**config.mk**
```make
export PLATFORM = sky130hd
export DESIGN_NAME = z80_spimaster_fifo
export DESIGN_NICKNAME = d
export VERILOG_FILES = /design/src/rtl/z80_spimaster_fifo.sv
export SDC_FILE = /design/constraint.sdc
export NUM_CORES = 1
export LEC_CHECK = 0
export CORE_ASPECT_RATIO = 1.1
export CORE_MARGIN = 2
export CORE_UTILIZATION = 55
export DETAILED_ROUTE_END_ITERATION = 8
export GPL_ROUTABILITY_DRIVEN = 0
export GPL_TIMING_DRIVEN = 0
export PLACE_DENSITY = 0.74
export SYNTH_ARGS = -nofsm -noshare
export SYNTH_HDL_FRONTEND = slang
export SYNTH_SLANG_ARGS = --single-unit
```
**constraint.sdc**
```tcl
create_clock -name clk -period 3.1 [get_ports clk]
set_input_delay 0.93 -clock clk [delete_from_list [all_inputs] [get_ports clk]]
set_output_delay 0.93 -clock clk [all_outputs]
set_load 0.01 [all_outputs]
```
**src/rtl/z80_spimaster_fifo.sv**
```systemverilog
// Z80 I/O-mapped SPI master: TX FIFO, programmable SCK divider, CPOL/CPHA modes, NUM_CS selects.
// Byte = LOAD + 16*(DIV+1) SHIFT + DONE clk; a DATA write to a full FIFO is dropped and flagged in tx_ovf.
module z80_spimaster_fifo #(
   parameter int NUM_CS     = 4,
   parameter int FIFO_DEPTH = 4,
   parameter int DIV_WIDTH  = 8
) (
   input  logic              clk,
   input  logic              reset,
   input  logic              iorq_L,
   input  logic              rd_L,
   input  logic              wr_L,
   input  logic [1:0]        a,
   input  logic [7:0]        d,
   output logic [7:0]        d_out,
   output logic              spi_clk,
   output logic              mosi,
   input  logic              miso,
   output logic [NUM_CS-1:0] spi_cs
);
   localparam int PW = $clog2(FIFO_DEPTH);
   localparam logic [PW:0] DEPTH_C = (PW+1)'(FIFO_DEPTH);

   typedef enum logic [1:0] {IDLE, LOAD, SHIFT, DONE} state_t;

   logic iorq_q, rd_q, wr_q, wr_prev_q, rd_prev_q, rd_data_q;
   logic [7:0] d_q;
   logic [1:0] a_q;
   logic cpol_q, cpha_q, tx_ovf_q;
   logic [DIV_WIDTH-1:0] div_q;
   logic [NUM_CS-1:0] cs_q;
   logic [7:0] mem_q [FIFO_DEPTH];
   logic [PW-1:0] wptr_q, rptr_q;
   logic [PW:0] cnt_q;

   state_t state_q, state_d;
   logic sclk_q, sclk_d, mosi_q, mosi_d, wcpha_q, wcpha_d;
   logic rx_valid_q, rx_valid_d, rx_ovr_q, rx_ovr_d;
   logic [7:0] tsh_q, tsh_d, rsh_q, rsh_d, rx_data_q, rx_data_d;
   logic [DIV_WIDTH-1:0] hcnt_q, hcnt_d, wdiv_q, wdiv_d;
   logic [4:0] edge_q, edge_d, edge_n;
   logic lead;

   wire wr_act      = ~(iorq_q | wr_q);
   wire rd_act      = ~(iorq_q | rd_q);
   wire wr_ev       = wr_act & ~wr_prev_q;
   wire rd_end      = ~rd_act & rd_prev_q;
   wire rd_data_end = rd_end & rd_data_q;
   wire wr_data     = wr_ev & (a_q == 2'd0);
   wire wr_ctrl     = wr_ev & (a_q == 2'd1);
   wire tx_full     = (cnt_q == DEPTH_C);
   wire tx_empty    = (cnt_q == '0);
   wire pop         = (state_q == LOAD);
   // A pop in the same cycle frees the slot, so a write to a full FIFO is still accepted.
   wire push        = wr_data & (~tx_full | pop);
   wire busy        = (state_q != IDLE);

   always_ff @(posedge clk) begin
      if (reset) begin
         iorq_q <= 1'b1; rd_q <= 1'b1; wr_q <= 1'b1;
         wr_prev_q <= 1'b0; rd_prev_q <= 1'b0; rd_data_q <= 1'b0;
         d_q <= '0; a_q <= '0;
         cpol_q <= 1'b0; cpha_q <= 1'b0; tx_ovf_q <= 1'b0;
         div_q <= '0; cs_q <= '0;
         wptr_q <= '0; rptr_q <= '0; cnt_q <= '0;
      end else begin
         iorq_q <= iorq_L; rd_q <= rd_L; wr_q <= wr_L;
         d_q <= d; a_q <= a;
         wr_prev_q <= wr_act;
         rd_prev_q <= rd_act;
         if (rd_act) rd_data_q <= (a_q == 2'd0);
         if (wr_ctrl) begin
            cpol_q <= d_q[0];
            cpha_q <= d_q[1];
            if (d_q[3]) tx_ovf_q <= 1'b0;
         end
         if (wr_data && tx_full && !pop) tx_ovf_q <= 1'b1;
         if (wr_ev && a_q == 2'd2) div_q <= d_q[DIV_WIDTH-1:0];
         if (wr_ev && a_q == 2'd3) cs_q <= d_q[NUM_CS-1:0];
         if (push) wptr_q <= wptr_q + 1'b1;
         if (pop)  rptr_q <= rptr_q + 1'b1;
         case ({push, pop})
            2'b10:   cnt_q <= cnt_q + 1'b1;
            2'b01:   cnt_q <= cnt_q - 1'b1;
            default: cnt_q <= cnt_q;
         endcase
      end
   end

   always_ff @(posedge clk) begin
      if (push) mem_q[wptr_q] <= d_q;
   end

   always_ff @(posedge clk) begin
      if (reset) begin
         state_q <= IDLE; sclk_q <= 1'b0; mosi_q <= 1'b0; wcpha_q <= 1'b0;
         rx_valid_q <= 1'b0; rx_ovr_q <= 1'b0;
         tsh_q <= '0; rsh_q <= '0; rx_data_q <= '0;
         hcnt_q <= '0; wdiv_q <= '0; edge_q <= '0;
      end else begin
         state_q <= state_d; sclk_q <= sclk_d; mosi_q <= mosi_d; wcpha_q <= wcpha_d;
         rx_valid_q <= rx_valid_d; rx_ovr_q <= rx_ovr_d;
         tsh_q <= tsh_d; rsh_q <= rsh_d; rx_data_q <= rx_data_d;
         hcnt_q <= hcnt_d; wdiv_q <= wdiv_d; edge_q <= edge_d;
      end
   end

   always_comb begin
      state_d    = state_q;
      sclk_d     = sclk_q;
      mosi_d     = mosi_q;
      wcpha_d    = wcpha_q;
      tsh_d      = tsh_q;
      rsh_d      = rsh_q;
      hcnt_d     = hcnt_q;
      wdiv_d     = wdiv_q;
      edge_d     = edge_q;
      edge_n     = edge_q + 5'd1;
      lead       = edge_n[0];
      rx_data_d  = rx_data_q;
      rx_valid_d = rx_valid_q & ~rd_data_end;
      rx_ovr_d   = rx_ovr_q & ~(wr_ctrl & d_q[2]);
      case (state_q)
         IDLE: begin
            sclk_d = cpol_q;
            if (!tx_empty) state_d = LOAD;
         end
         LOAD: begin
            tsh_d   = mem_q[rptr_q];
            mosi_d  = mem_q[rptr_q][7];
            sclk_d  = cpol_q;
            wcpha_d = cpha_q;
            wdiv_d  = div_q;
            hcnt_d  = div_q;
            edge_d  = '0;
            state_d = SHIFT;
         end
         SHIFT: begin
            if (hcnt_q == '0) begin
               sclk_d = ~sclk_q;
               hcnt_d = wdiv_q;
               edge_d = edge_n;
               if (wcpha_q ? !lead : lead) rsh_d = {rsh_q[6:0], miso};
               if (wcpha_q ? (lead && edge_n >= 5'd3) : (!lead && edge_n <= 5'd14)) begin
                  tsh_d  = {tsh_q[6:0], 1'b0};
                  mosi_d = tsh_q[6];
               end
               if (edge_n == 5'd16) state_d = DONE;
            end else begin
               hcnt_d = hcnt_q - 1'b1;
            end
         end
         DONE: begin
            rx_data_d  = rsh_q;
            rx_valid_d = 1'b1;
            if (rx_valid_q && !rd_data_end) rx_ovr_d = 1'b1;
            state_d    = IDLE;
         end
         default: state_d = IDLE;
      endcase
   end

   always_comb begin
      logic [7:0] div_ext, cs_ext;
      div_ext = '0;
      div_ext[DIV_WIDTH-1:0] = div_q;
      cs_ext = '0;
      cs_ext[NUM_CS-1:0] = cs_q;
      case (a)
         2'd0:    d_out = rx_data_q;
         2'd1:    d_out = {busy, tx_full, tx_empty, rx_valid_q, rx_ovr_q, tx_ovf_q, cpha_q, cpol_q};
         2'd2:    d_out = div_ext;
         default: d_out = cs_ext;
      endcase
   end

   assign spi_clk = sclk_q;
   assign mosi    = mosi_q;
   assign spi_cs  = ~cs_q;
endmodule

```
==> impl_metrics.yaml <==
floorplan:
  rows: 37
  die_h_um: 108
  coreArea_mm2: 0.00944
  start_util_pct: 56.8
  io_pins: 30
  die_x_um: 98.2
  die_area_mm2: 0.0106
logic_synthesis:
  synth_cell_types: 56
  yosysWarnings: 0
  yosysTopAreaCellShare_pct: 34.0
  synth_area_leaders: "dfxtp_1, edfxtp_1, mux2i_1"
  synth_flop_cell: "dfxtp_1"
  ys_ff_latch: 123
  synth.cell_area_mm2: 0.00536
  synth.most_common_cell: "dfxtp_1"
  synth-edff-count: 32
  synth_nets: 533
  avgSynthCellArea_um2: 10.7
  seq_area_frac_synth_pct: 51.9
  synth_commonest_cells: "dfxtp_1, nor2_1, mux2i_1"
  async_flop_share_pct: 0
  synthCells: 502
  yosysTopAreaCell: "dfxtp_1"
power:
  powerDensity_mw_per_mm2: 797
  design_power_total_mw: 5.08
  irDropWorstVdd_mv: 0.451
  p_leak_nw: 2.41
cts:
  clk_pin_slew_ns: 0.06
  cts.hold.buffers_added: 0
  htree_levels: 4
  cts_buffer_depth: 2
  clock_latency_ns: 0.52
  cts_tree: "done"
  ctsRootBufferMaster: "clkbuf_8"
  cts_inserted_buffers: 17
  cts_sinks: 123
grt:
  grt_pass1_wl_mm: 19.9
  grt_pass1_vias: 3981
  grt_antenna_before_repair: 0
  grt.total_usage_pct: 24.5
  grt_max_degree: 17
  grt.overflow.total: 0
flow_run:
  maxCapViolCount: 0
sta:
  maxSlewHeadroom_pct: 36.8
  hold_violations: 0
  whs_ns: 0.431
  max_freq_mhz: 340
  maxSlewViolCount: 0
  worst_pin_slew_ns: 0.945
  setup-violations-final: 0
  layout_min_cycle_time_ns: 2.95
  min_period_over_period_pct: 95.0
  clock_skew_ns: 0.00759
  rsz0062_at_grt: "false"
worst_hold_path:
  hold_class: "flop to flop"
  hold_path_depth: 1
  hold_start: "wr_q"
  worstHoldEndpoint: "wr_prev_q"
placement:
  dp_hpwl_mm: 8.40
  io_buffers: 27
drt:
  dr.pass1.iters: 5
  first_iter_violations: 283
  viasPerCell: 5.83
  drtAntennaViolNets: 0
  wirelength_mm: 12.2
  drc_errors: 0
  vias: 3967
  post_drt_wl_per_cell_um: 18.0
setup_path:
  reg2reg_setup_slack_ns: 0.47
  critPathRequiredTime_ns: 2.17
  critPathLaunch: "a[0]"
  cp.arrival_ns: 2.02
  path_class: "input pin to output pin"
  crit_path_max_fanout: 8
  cp-end-kind: "output pin"
  timing.rr.start: "hcnt_q[0]"
  r2r_cells: 8
  cp-start-kind: "input pin"
  regToRegEndpoint: "tsh_q[5]"
cells_and_area:
  synthToLayoutAreaGrowth_pct: 18.8
  layout-drive-gt1-share_pct: 11.7
  final_nets: 581
  diodes: 0
status:
  run_status: "complete, no violations"
-- where the power goes --
part | switching, mW | internal (mW)
sequential | 0.0989 | 1.75
combinational | 0.811 | 0.518
clock | 0.746 | 1.16
total | 1.66 | 3.42
-- cells by family after synthesis --
kind of cell | synth area share, %
compound gates | 9.85
mux | 15.3
simple gates | 14.1
flops | 51.9
xor+xnor | 1.63
buf+inv | 3.59
fa+ha+maj | 3.64
-- routing by layer --
metal	track usage, %	routed length (um)
met1	29.8	5090
met2	42.9	6280
met3	4.55	605
met4	10.6	248
met5	0	0
-- per-stage QoR --
| stage | instances | utilization [%] | instance area (um^2) | worst slack (ns) | setup TNS (ns) |
|---|---|---|---|---|---|
| floorplan | 502 | - | 5360 | 0.332 | 0 |
| global placement | 646 | 61.2 | 5780 | -0.877 | -5.30 |
| detailed placement | 646 | 61.2 | 5780 | -0.867 | -5.12 |
| CTS | 680 | 67.5 | 6370 | -0.000229 | -0.000229 |
| global route | 680 | 67.4 | 6370 | 0.100 | 0 |
| finish | 680 | 67.4 | 6370 | 0.155 | 0 |
-- critical path: stages --
cell	delay, ns
clkbuf_2	0.13
buf_6	0.15
mux4_2	0.50
dlygate4sd2_1	0.30
-- what timing repair did --
action / CTS / global route
pin swaps: 0 / 0
buffers inserted: 2 / 0
gates cloned: 0 / 0
gates resized for setup: 16 / 1
endpoints found under the setup margin: 8 / 2
-- sequential cells by signal (all words and copies together), names as in the netlist, 2 cells and up, named ones only --
register   flops
a_q            2
cnt_q          3
cs_q           4
d_q            8
div_q          8
edge_q         5
hcnt_q         8
mem_q         32
rptr_q         2
rsh_q          8
rx_data_q      8
state_q        2
tsh_q          7
wdiv_q         8
wptr_q         2
-- layout make-up --
cell class	instances	area, um^2
inverter	21	78.8
clock buffer	17	414
timing repair buffer	29	270
sequential	123	2780
multi-input combinational	329	2390
buffer	29	123
tap	117	146
clock inverter	15	165
fill	722	3070
-- cell usage in the layout (no fill, tap or decap), drive strengths merged, types with 3 or more instances in the layout --
cell and n:
dlygate4sd2 8, mux2i 54, edfxtp 32, inv 26
or3 3, nor3 7, clkinv 5, or2 3
nand2 22, o211ai 3, nor2 77, mux4 12
o21ai 21, a31oi 6, dfxtp 91, ha 14
a311oi 9, a22oi 4, nor2b 16, buf 7
xor2 4, a21oi 20, a211oi 6, clkbuf 42
nand3 6, clkinvlp 3, and2 4, xnor2 6
clkdlybuf4s50 18
-- worst max path at each step --
stage	end	slack [ns]	cells past startpoint
6_report	d_out[2]	0.15	4
5_1_grt	d_out[3]	0.10	4
4_1_cts	d_out[2]	-0.0002	4
3_5_place_dp	d_out[2]	-0.87	4
3_3_place_gp	d_out[2]	-0.88	4
2_1_floorplan	d_out[2]	0.33	2
No activity file was read; power rests on OpenSTA's default activity.
